--- src/rtl/sample_seq_pkg.sv ---
// rtl/sample_seq_pkg.sv - shared types and helpers for the sample sequencer
package sample_seq_pkg;

    localparam int VOICE_ADDR   = 16;
    localparam int VOICE_FRAC   = 8;
    localparam int VOICE_STEP_W = 12;

    typedef enum logic [1:0] {
        IDLE,
        FETCH,
        DRAIN,
        DONE
    } seq_state_t;

    // Field widths follow the default ADDR/FRAC/STEP_W of the sequencer.
    typedef struct packed {
        logic [VOICE_ADDR-1:0]            start;
        logic [VOICE_ADDR-1:0]            len;
        logic [VOICE_STEP_W-1:0]          step;
        logic [VOICE_ADDR+VOICE_FRAC-1:0] pos;
        logic                             active;
    } voice_t;

    function automatic int mix_width(input int voices, input int width);
        return width + $clog2(voices);
    endfunction

endpackage

--- src/rtl/sample_sequencer_if.sv ---
// rtl/sample_sequencer_if.sv - sample ROM address/data bus
interface sample_sequencer_if
    import sample_seq_pkg::*;
#(
    parameter int ADDR  = VOICE_ADDR,
    parameter int WIDTH = 8
);

    logic [ADDR-1:0]  rom_addr;
    logic [WIDTH-1:0] rom_data;

    modport master (output rom_addr, input rom_data);
    modport slave  (input rom_addr, output rom_data);

endinterface

--- src/rtl/sample_voice.sv ---
// rtl/sample_voice.sv - one voice: trigger load, phase advance, end-of-sample detect
module sample_voice
    import sample_seq_pkg::*;
#(
    parameter int ADDR   = VOICE_ADDR,
    parameter int FRAC   = VOICE_FRAC,
    parameter int STEP_W = VOICE_STEP_W
) (
    input  logic              clk,
    input  logic              rst,
    input  logic              load,
    input  logic [ADDR-1:0]   ld_start,
    input  logic [ADDR-1:0]   ld_len,
    input  logic [STEP_W-1:0] ld_step,
    input  logic              advance,
    output logic [ADDR-1:0]   fetch_addr,
    output logic              active
);

    localparam int POS_W = ADDR + FRAC;

    voice_t           v_q;
    logic [POS_W-1:0] pos_next;

    assign pos_next   = v_q.pos + POS_W'(v_q.step);
    assign fetch_addr = v_q.start + v_q.pos[POS_W-1:FRAC];
    assign active     = v_q.active;

    // The sample fetched this slot is still mixed even when the voice ends here.
    always_ff @(posedge clk) begin
        if (rst) begin
            v_q <= '0;
        end else if (load) begin
            v_q.start  <= ld_start;
            v_q.len    <= ld_len;
            v_q.step   <= ld_step;
            v_q.pos    <= '0;
            v_q.active <= (ld_len != '0);
        end else if (advance && v_q.active) begin
            v_q.pos <= pos_next;
            if (pos_next[POS_W-1:FRAC] >= v_q.len) begin
                v_q.active <= 1'b0;
            end
        end
    end

endmodule

--- src/rtl/sample_sequencer.sv ---
// rtl/sample_sequencer.sv - time-shared polyphonic sample ROM playback and mixer
module sample_sequencer
    import sample_seq_pkg::*;
#(
    parameter int VOICES = 4,
    parameter int WIDTH  = 8,
    parameter int ADDR   = VOICE_ADDR,
    parameter int FRAC   = VOICE_FRAC,
    parameter int STEP_W = VOICE_STEP_W,
    parameter int OUT_W  = mix_width(VOICES, WIDTH)
) (
    input  logic                    clk,
    input  logic                    rst,
    input  logic                    sample_tick,
    input  logic [VOICES-1:0]       trig,
    input  logic [ADDR-1:0]         trig_start,
    input  logic [ADDR-1:0]         trig_len,
    input  logic [STEP_W-1:0]       trig_step,
    sample_sequencer_if.master      rom,
    output logic signed [OUT_W-1:0] mix_out,
    output logic                    mix_valid,
    output logic [VOICES-1:0]       active,
    output logic                    overrun
);

    localparam int SLOT_W = (VOICES > 1) ? $clog2(VOICES) : 1;

    seq_state_t state_q, state_d;

    logic [SLOT_W-1:0]       slot_q, next_slot;
    logic                    live_q, cur_active;
    logic signed [OUT_W-1:0] acc_q, acc_sum, rom_ext;
    logic                    start_frame, fetching, rom_we;
    logic [ADDR-1:0]         addr_next;

    logic [VOICES-1:0]       pend_q;
    logic [ADDR-1:0]         pend_start_q [VOICES];
    logic [ADDR-1:0]         pend_len_q   [VOICES];
    logic [STEP_W-1:0]       pend_step_q  [VOICES];

    logic [VOICES-1:0]       eff_valid, load, advance, voice_active;
    logic [ADDR-1:0]         eff_start [VOICES];
    logic [ADDR-1:0]         eff_len   [VOICES];
    logic [STEP_W-1:0]       eff_step  [VOICES];
    logic [ADDR-1:0]         voice_addr [VOICES];

    always_ff @(posedge clk) begin
        if (rst) begin
            state_q <= IDLE;
        end else begin
            state_q <= state_d;
        end
    end

    always_comb begin
        state_d     = state_q;
        start_frame = 1'b0;
        fetching    = 1'b0;
        rom_we      = 1'b0;
        case (state_q)
            IDLE: begin
                if (sample_tick) begin
                    state_d     = FETCH;
                    start_frame = 1'b1;
                    rom_we      = 1'b1;
                end
            end
            FETCH: begin
                fetching = 1'b1;
                if (slot_q == SLOT_W'(VOICES - 1)) begin
                    state_d = DRAIN;
                end else begin
                    rom_we = 1'b1;
                end
            end
            DRAIN:   state_d = DONE;
            DONE:    state_d = IDLE;
            default: state_d = IDLE;
        endcase
    end

    // A trigger arriving in IDLE overrides a pending one for the same voice.
    always_comb begin
        for (int i = 0; i < VOICES; i++) begin
            eff_valid[i] = trig[i] | pend_q[i];
            eff_start[i] = trig[i] ? trig_start : pend_start_q[i];
            eff_len[i]   = trig[i] ? trig_len   : pend_len_q[i];
            eff_step[i]  = trig[i] ? trig_step  : pend_step_q[i];
            load[i]      = (state_q == IDLE) && eff_valid[i];
            advance[i]   = fetching && (slot_q == SLOT_W'(i));
        end
    end

    // Addresses are registered one slot ahead; slot 0 is issued on the tick
    // edge itself, so a voice loaded on that edge needs its fresh start.
    always_comb begin
        addr_next  = '0;
        cur_active = 1'b0;
        next_slot  = start_frame ? '0 : slot_q + SLOT_W'(1);
        for (int i = 0; i < VOICES; i++) begin
            if (SLOT_W'(i) == next_slot) begin
                addr_next = (start_frame && eff_valid[i]) ? eff_start[i] : voice_addr[i];
            end
            if (SLOT_W'(i) == slot_q) begin
                cur_active = voice_active[i];
            end
        end
    end

    assign rom_ext = OUT_W'($signed(rom.rom_data));
    assign acc_sum = acc_q + (live_q ? rom_ext : '0);
    assign active  = voice_active;

    for (genvar g = 0; g < VOICES; g++) begin : g_voice
        sample_voice #(
            .ADDR   (ADDR),
            .FRAC   (FRAC),
            .STEP_W (STEP_W)
        ) u_voice (
            .clk        (clk),
            .rst        (rst),
            .load       (load[g]),
            .ld_start   (eff_start[g]),
            .ld_len     (eff_len[g]),
            .ld_step    (eff_step[g]),
            .advance    (advance[g]),
            .fetch_addr (voice_addr[g]),
            .active     (voice_active[g])
        );
    end

    always_ff @(posedge clk) begin
        if (rst) begin
            slot_q       <= '0;
            live_q       <= 1'b0;
            acc_q        <= '0;
            mix_out      <= '0;
            mix_valid    <= 1'b0;
            overrun      <= 1'b0;
            rom.rom_addr <= '0;
            pend_q       <= '0;
            for (int i = 0; i < VOICES; i++) begin
                pend_start_q[i] <= '0;
                pend_len_q[i]   <= '0;
                pend_step_q[i]  <= '0;
            end
        end else begin
            mix_valid <= 1'b0;
            overrun   <= sample_tick && (state_q != IDLE);
            live_q    <= fetching && cur_active;

            if (rom_we) begin
                rom.rom_addr <= addr_next;
            end

            if (start_frame) begin
                slot_q <= '0;
                acc_q  <= '0;
            end else if (fetching) begin
                slot_q <= slot_q + SLOT_W'(1);
                acc_q  <= acc_sum;
            end

            if (state_q == DRAIN) begin
                mix_out   <= acc_sum;
                mix_valid <= 1'b1;
            end

            if (state_q == IDLE) begin
                pend_q <= '0;
            end else begin
                for (int i = 0; i < VOICES; i++) begin
                    if (trig[i]) begin
                        pend_q[i]       <= 1'b1;
                        pend_start_q[i] <= trig_start;
                        pend_len_q[i]   <= trig_len;
                        pend_step_q[i]  <= trig_step;
                    end
                end
            end
        end
    end

endmodule

--- src/flat_wrapper.sv ---
// flat-port wrapper written by rule: the top's interface ports become plain ports
module sample_sequencer_flat import sample_seq_pkg::*;
#(
    parameter int VOICES = 4,
    parameter int WIDTH  = 8,
    parameter int ADDR   = VOICE_ADDR,
    parameter int FRAC   = VOICE_FRAC,
    parameter int STEP_W = VOICE_STEP_W,
    parameter int OUT_W  = mix_width(VOICES, WIDTH)
)
  (clk, rst, sample_tick, trig, trig_start, trig_len, trig_step, mix_out, mix_valid, active, overrun, rom_rom_addr, rom_rom_data);
  sample_sequencer_if #(.ADDR(ADDR), .WIDTH(WIDTH)) rom_i ();
  input  logic clk;
  input  logic rst;
  input  logic sample_tick;
  input  logic [VOICES-1:0] trig;
  input  logic [ADDR-1:0] trig_start;
  input  logic [ADDR-1:0] trig_len;
  input  logic [STEP_W-1:0] trig_step;
  output logic signed [OUT_W-1:0] mix_out;
  output logic mix_valid;
  output logic [VOICES-1:0] active;
  output logic overrun;
  output wire logic [$bits(rom_i.rom_addr)-1:0] rom_rom_addr;
  input wire logic [$bits(rom_i.rom_data)-1:0] rom_rom_data;
  assign rom_rom_addr = rom_i.rom_addr;
  assign rom_i.rom_data = rom_rom_data;
  sample_sequencer #(.VOICES(VOICES), .WIDTH(WIDTH), .ADDR(ADDR), .FRAC(FRAC), .STEP_W(STEP_W), .OUT_W(OUT_W)) u_core (.clk(clk), .rst(rst), .sample_tick(sample_tick), .trig(trig), .trig_start(trig_start), .trig_len(trig_len), .trig_step(trig_step), .rom(rom_i), .mix_out(mix_out), .mix_valid(mix_valid), .active(active), .overrun(overrun));
endmodule
--- config.mk ---
export PLATFORM = sky130hd
export DESIGN_NAME = sample_sequencer_flat
export DESIGN_NICKNAME = d
export VERILOG_FILES = /design/src/rtl/sample_seq_pkg.sv /design/src/rtl/sample_sequencer_if.sv /design/src/rtl/sample_voice.sv /design/src/rtl/sample_sequencer.sv /design/src/flat_wrapper.sv
export SDC_FILE = /design/constraint.sdc
export NUM_CORES = 1
export LEC_CHECK = 0
export BUFFER_PORTS_ARGS = -buffer_cell sky130_fd_sc_hd__clkbuf_2
export CAP_MARGIN = 40
export CORE_MARGIN = 3
export CORE_UTILIZATION = 30
export CTS_CLUSTER_SIZE = 24
export DETAILED_ROUTE_END_ITERATION = 10
export GPL_TIMING_DRIVEN = 0
export HOLD_SLACK_MARGIN = 0.02
export PLACE_DENSITY_LB_ADDON = 0.15
export REMOVE_ABC_BUFFERS = 1
export SYNTH_ARGS = -nofsm -noshare
export SYNTH_HDL_FRONTEND = slang
export SYNTH_HIERARCHICAL = 1
export SYNTH_SLANG_ARGS = --single-unit
--- constraint.sdc ---
create_clock -name clk -period 4.82 [get_ports clk]
set_input_delay 0.241 -clock clk [delete_from_list [all_inputs] [get_ports clk]]
set_output_delay 0.241 -clock clk [all_outputs]
set_load 0.02 [all_outputs]
Word-level counts from Yosys, hierarchy flattened

Memories as Yosys holds them, arrays and structs flattened.
Index checks and enable logic that the tools add are counted.
Widths: inputs -> output; s select.

Register bits: 323
Memory bits (writable): 176
Input port bits: 59
Output and inout port bits: 32
Word-level logic and storage cells: 201
Memories: 3

Add/sub/neg operators: 10
Magnitude comparators: 4
Equality and inequality tests: 14
Muxes and demuxes: 77
Bitwise operators: 16
Reduce and logical (&&, ||, !) cells: 45

Memories:

| name                | words | bits a word | rd ports | clocked after memory_dff | write ports | line                   | RTL |
|---|---|---|---|---|---|---|---|
| u_core.pend_len_q   | 4     | 16          | 4        | 0                        | 4           | sample_sequencer.sv:38 | `logic [ADDR-1:0] pend_len_q [VOICES];` |
| u_core.pend_start_q | 4     | 16          | 4        | 0                        | 4           | sample_sequencer.sv:37 | `logic [ADDR-1:0] pend_start_q [VOICES];` |
| u_core.pend_step_q  | 4     | 12          | 4        | 0                        | 4           | sample_sequencer.sv:39 | `logic [STEP_W-1:0] pend_step_q [VOICES];` |

Operators by type and width:

| cell                | count |
|---|---|
| $mux 16             | 24 |
| $add 24x12->24      | 4 |
| $mux 12             | 8 |
| $add 16x16->16      | 4 |
| $ge 16x16->1        | 4 |
| $reduce_bool 16->1  | 4 |
| $mux 1              | 39 |
| $logic_and 1x1->1   | 18 |
| $reduce_bool 2->1   | 9 |
| $or 1x1->1          | 16 |
| $reduce_or 2->1     | 6 |
| $add 10x10->10      | 1 |
| $mux 10             | 1 |
| $reduce_and 2->1    | 5 |
| $eq 2x2->1 const A  | 4 |
| $eq 2x2->1 const B  | 4 |
| $pmux 2 s4          | 1 |
| $logic_not 2->1     | 3 |
| $mux 2              | 3 |
| $eq 1x2->1 const A  | 2 |
| $eq 2x1->1 const B  | 2 |
| $add 2x1->2 const B | 1 |
| $ne 2x1->1 const B  | 1 |
| $ne 2x2->1 const B  | 1 |
| $pmux 1 s2          | 1 |

Depth between registers and ports, before layout

Depth after elaboration: 8
Depth in mapped cells: 18
Depth with buffers taken out: 17

Cells and area by module

Netlist, hierarchy kept.

Modules (own cells, without submodules):

| module                                       | times used | cells an instance | area an instance (sq um) | seq. area each (sq um) |
|---|---|---|---|---|
| sample_sequencer                             | 1          | 938               | 11776.3                  | 6226.0 |
| sample_voice (u_core.g_voice[0].u_voice ...) | 2          | 531               | 4508.1                   | 1381.3 |
| sample_voice (u_core.g_voice[3].u_voice)     | 1          | 531               | 4454.3                   | 1381.3 |
| sample_voice (u_core.g_voice[2].u_voice)     | 1          | 501               | 4394.2                   | 1381.3 |

Least setup slack after synthesis

No wires, ideal clock.

Kind: register to register
Start point: register u_core/g_voice[2].u_voice/v_q[1] in the netlist's numbering
End point: register u_core/g_voice[2].u_voice/active (netlist name)
Data arrival time: 3.272 ns
Required time: 4.719 ns
Setup slack: 1.447 ns
Stages on the path, launching flop included: 19
Buffers on the path: 1
Period minus slack after synthesis: 3.373 ns
Path through: dfxtp_1 > ha_1 > inv_1 > fa_1 > and2b_1 > o31ai_1 > a211oi_2 > o22ai_2 > buf_6 > nor2_1 > xor2_1 > ha_1 > a21o_1 > a21oi_1 > nor2_1 > a211oi_1 > o31a_1 > a41oi_1 > o41ai_1

Cells in the longest elaborated chain, start to end: 4

RTL lines:

| item                                       | line               | RTL |
|---|---|---|
| from (decl)                                | sample_voice.sv:22 | `voice_t v_q;` |
| $add 24x12->24                             | sample_voice.sv:25 | `assign pos_next = v_q.pos + POS_W'(v_q.step);` |
| via u_core.g_voice[2].u_voice.pos_next[20] | sample_voice.sv:23 | `logic [POS_W-1:0] pos_next;` |
| $ge 16x16->1                               | sample_voice.sv:41 | `if (pos_next[POS_W-1:FRAC] >= v_q.len) begin` |
| $reduce_bool 2->1 (no line)                | --                 |  |
| $reduce_and 2->1 (no line)                 | --                 |  |

The timed path passes the listed nets, and every way through them passes these cells.
A chain may end at the register's enable or synchronous reset.

Final worst setup path

Start point: register u_core/g_voice[2].u_voice/v_q[1] in the netlist's numbering
End point: register u_core/g_voice[2].u_voice/active (netlist name)

Cells in the longest elaborated chain, start to end: 4

RTL lines:

| item                                       | line |
|---|---|
| $add 24x12->24                             | sample_voice.sv:25 |
| via u_core.g_voice[2].u_voice.pos_next[20] | sample_voice.sv:23 |
| $ge 16x16->1                               | sample_voice.sv:41 |
| $reduce_bool 2->1 (no line)                | -- |
| $reduce_and 2->1 (no line)                 | -- |

The timed path passes the listed nets, and every way through them passes these cells.

==> summary.md <==
| Metric | Value |
|---|---|
| Fin crit share | `0.872` |
| Placer Congestion | `0.831` |
| Crit start category | `flop` |
| Global Route Usage Sum | `0.168` |
| Hold slack | `roughly 85 ps` |
| Pre-CTS setup slack | `643 ps` |
| Crit path cell chain | `ha_1 > inv_1 > fa_1 > and2b_1 > o31ai_1 > a211oi_2 > o22ai_2 > nor2_1 > xor2_1 > ha_1 > a21o_1 > a21oi_1 > nor2_1 > a211oi_1 > o31a_1 > a41oi_1 > o41ai_1` |
| Die H | `320 um` |
| Skew final | `16.9 ps` |
| Root Buffer | `clkbuf_16` |
| Final instance area | `33,800 um2` |
| CTS tree | `built` |
| Number of primary I/O pins | `91` |
| Switching part of the total | `0.336` |
| Net Sw Power | `5150 uW` |
| Post-route DRC | `0` |
| Vias/cell | `just over 5` |
| Fmax | `0.238 GHz` |
| Hpwl dp | `65.1 mm` |
| Core Area | `about 97,000 um2` |
| Fillers | `9,818` |
| Die area | `103,000 um2` |
| Maximum clock path buffer count | `3` |
| # rows | `between 100 and 150` |
| Setup CP Type | `flop to flop` |
| Clock Latency Late Sink | `640 ps` |
| Register area share after synthesis | `0.396` |
| Slowest CP cell | `o22ai_2` |
| Post-Route WL | `88.2 mm` |
| Worst Setup End Kind | `flop` |
| Asr flop ratio synth | `0` |
| Vias in the first global route | `around 22,000` |
| Leakage | `roughly 0.014 uW` |
| Internal power | `approximately 10,000 uW` |
| Initial DRC count | `1,438` |
| Post-synth EDFFs | `176` |
| Worst vdd ir | `about 0.00029 V` |
| Detailed-route via count | `22,757` |
| First-pass GRT wire length | `136 mm` |
| Yosys reg bits | `499` |
| Width of the die | `320 um` |
| Port Buf Inserts | `90` |
| Largest net degree at the start of global routing | `98` |
| Final Setup Violations | `0` |
| Number of antenna violations at the first check in global routing | `6` |
| Wire length per cell | `20.1 um` |
| Antenna Violating Nets Remaining | `0` |
| Crit path max fanout | `13` |
| Area post-placement | `31,700 um2` |
| Yosys Warn Count | `6` |
| Nets | `~3,300` |
| Combinational Power Share | `0.317` |
| Worst hold path class | `primary input to flop` |
| Number of max-cap violations | `0` |
| Seq pwr share | `0.374` |
| Layout area overhead | `14.1%` |
| Placed cells | `around 4,300` |
| Non-filler cells, final | `approximately 4,400` |
| Worst reg2reg setup slack | `620 ps` |
| Clk slew on worst S/H paths | `approximately 60 ps` |
| Max incr delay on CP | `550 ps` |
| Max-slew violations | `0` |
| Sum Neg Setup Slack | `0 ps` |
| Initial core utilization | `0.305` |
| Grt ovf | `0` |
| Dominant synthesized flop cell | `dfxtp_1` |
| Final Critical Period | `~4200 ps` |
| Synth Cell Area | `29,600 um2` |
| Endpoints failing hold | `0` |
| CTS Sinks | `499` |
| Worst setup margin | `616 ps` |
| Synth cell types | `86` |
| Clock network fraction of total power | `0.310` |
| Mean area per synthesized cell | `9.78 um2` |
| RSZ-0062 raised after global routing | `no` |
| Worst-Margin Slew | `911 ps` |
| Share of cells above drive strength 1 | `0.153` |
| DR pass1 iterations | `5` |
| Mapped Cells | `3,032` |
| CTS buffer count | `60` |
| Worst slew margin | `0.377` |
| WP data required | `5330 ps` |
| Status | `complete, no violations` |
| Power per Cell Area | `between 400 and 500 nW/um2` |
| H-tree depth | `2` |
| WP data arrival | `4710 ps` |
[cell type report]
cell class                      count  area, um2  share of cell area
Timing Repair Buffer              128       1210              0.0358
Clock inverter                     38        367              0.0108
Clock buffer                       76       1680              0.0498
Sequential cell                   499      11800               0.347
Inverter                          121        454              0.0134
Tap cell                         1276       1600              0.0472
Multi-Input combinational cell   2248      16800               0.495
Antenna cell                        7       17.5            0.000518
[cell usage after synthesis (60+ instances only)]
cell type	n	area [um2]
nor2_1	331	1240
a21oi_1	141	706
nand2_1	155	582
o21ai_0	94	470
inv_1	120	450
edfxtp_1	176	5290
dfxtp_1	323	6470
ha_1	188	2350
mux2_2	176	1980
xnor2_1	81	709
clkbuf_1	107	402
xor2_1	60	526
mux2i_1	217	2170
and3_1	196	1230
[stage by stage]
stage	power (uW)	utilization
2_1_floorplan	9010	-
3_3_place_gp	10600	0.318
3_5_place_dp	10700	0.326
4_1_cts	15500	0.348
5_1_grt	16200	0.348
6_report	15300	0.348
[path summary, 6_finish.rpt]
check | depth (start not counted) | to | from
min reg2reg | 2 | u_core/g_voice[2].u_voice/v_q[7] | u_core/g_voice[2].u_voice/v_q[7]
max | 17 | u_core/g_voice[2].u_voice/active | u_core/g_voice[2].u_voice/v_q[1]
min | 2 | u_core/pend_start_q[0][14] | trig_start[14]
max reg2reg | 17 | u_core/g_voice[2].u_voice/active | u_core/g_voice[2].u_voice/v_q[1]
[what timing repair did]
item	CTS	global route
gates resized for setup	0	0
buffers inserted	0	0
hold endpoints to repair	9	0
hold buffers	3	0
[power groups by stage]
stage / clock [uW] / combinational, uW / sequential [uW]
3_3_place_gp: 0 / 4760 / 5840
3_5_place_dp: 0 / 4870 / 5820
5_1_grt: 5070 / 5320 / 5830
2_1_floorplan: 0 / 3250 / 5760
6_report: 4740 / 4850 / 5730
4_1_cts: 4920 / 4890 / 5740
[cells in the final DEF (no fill, tap or decap), drive strengths merged, types with 24 or more instances in the layout]
| cell type | netlist | layout |
|---|---|---|
| a211oi | 56 | 56 |
| a21o | 37 | 37 |
| a21oi | 144 | 144 |
| and2 | 24 | 24 |
| and3 | 199 | 199 |
| buf | 56 | 35 |
| clkbuf | 108 | 166 |
| clkinv | 0 | 27 |
| dfxtp | 323 | 323 |
| edfxtp | 176 | 176 |
| ha | 188 | 188 |
| inv | 121 | 123 |
| mux2 | 176 | 176 |
| mux2i | 217 | 217 |
| nand2 | 155 | 155 |
| nand3 | 33 | 33 |
| nor2 | 333 | 333 |
| nor2b | 28 | 28 |
| nor3 | 58 | 58 |
| o21ai | 112 | 112 |
| or3 | 29 | 29 |
| xnor2 | 81 | 81 |
| xor2 | 60 | 60 |
[cells by family (layout without fill, tap and decap cells)]
| family | count (synthesis) | count (layout) | synth area share |
|---|---|---|---|
| fa+ha+maj | 197 | 197 | 0.0854 |
| compound gates | 511 | 511 | 0.115 |
| simple gates | 990 | 990 | 0.169 |
| mux | 409 | 409 | 0.152 |
| other cells | 0 | 7 | 0 |
| xor+xnor | 141 | 141 | 0.0417 |
| flops | 499 | 499 | 0.396 |
| buf+inv | 285 | 363 | 0.0398 |
[worst max-delay path, delay by kind of cell (launching register included)]
| family | cells | cell delay (ps) |
|---|---|---|
| compound gates | 9 | 2400 |
| xor+xnor | 1 | 170 |
| fa+ha+maj | 3 | 740 |
| buf+inv | 1 | 80 |
| flops | 1 | 310 |
| simple gates | 3 | 400 |
[routing by layer]
layer,track usage,share of wire,up-vias
met4,0.0451,0.025,0
li1,-,-,11100
met3,0.0196,0.034,113
met1,0.228,0.47,11155
met2,0.283,0.47,389
met5,0,0,-
[state kept, by name (all words and copies together), names as in the netlist, 2 cells and up]
name and flops:
u_core/state_q 2, u_core/g_voice.u_voice/active 4, u_core/rom.rom_addr 16, u_core/acc_q 10, u_core/pend_q 4, u_core/slot_q 2
u_core/mix_out 10, u_core/pend_len_q 64, u_core/pend_start_q 64, u_core/pend_step_q 48, u_core/g_voice.u_voice/v_q 272
Note: power is estimated with default switching activity, not from simulation.
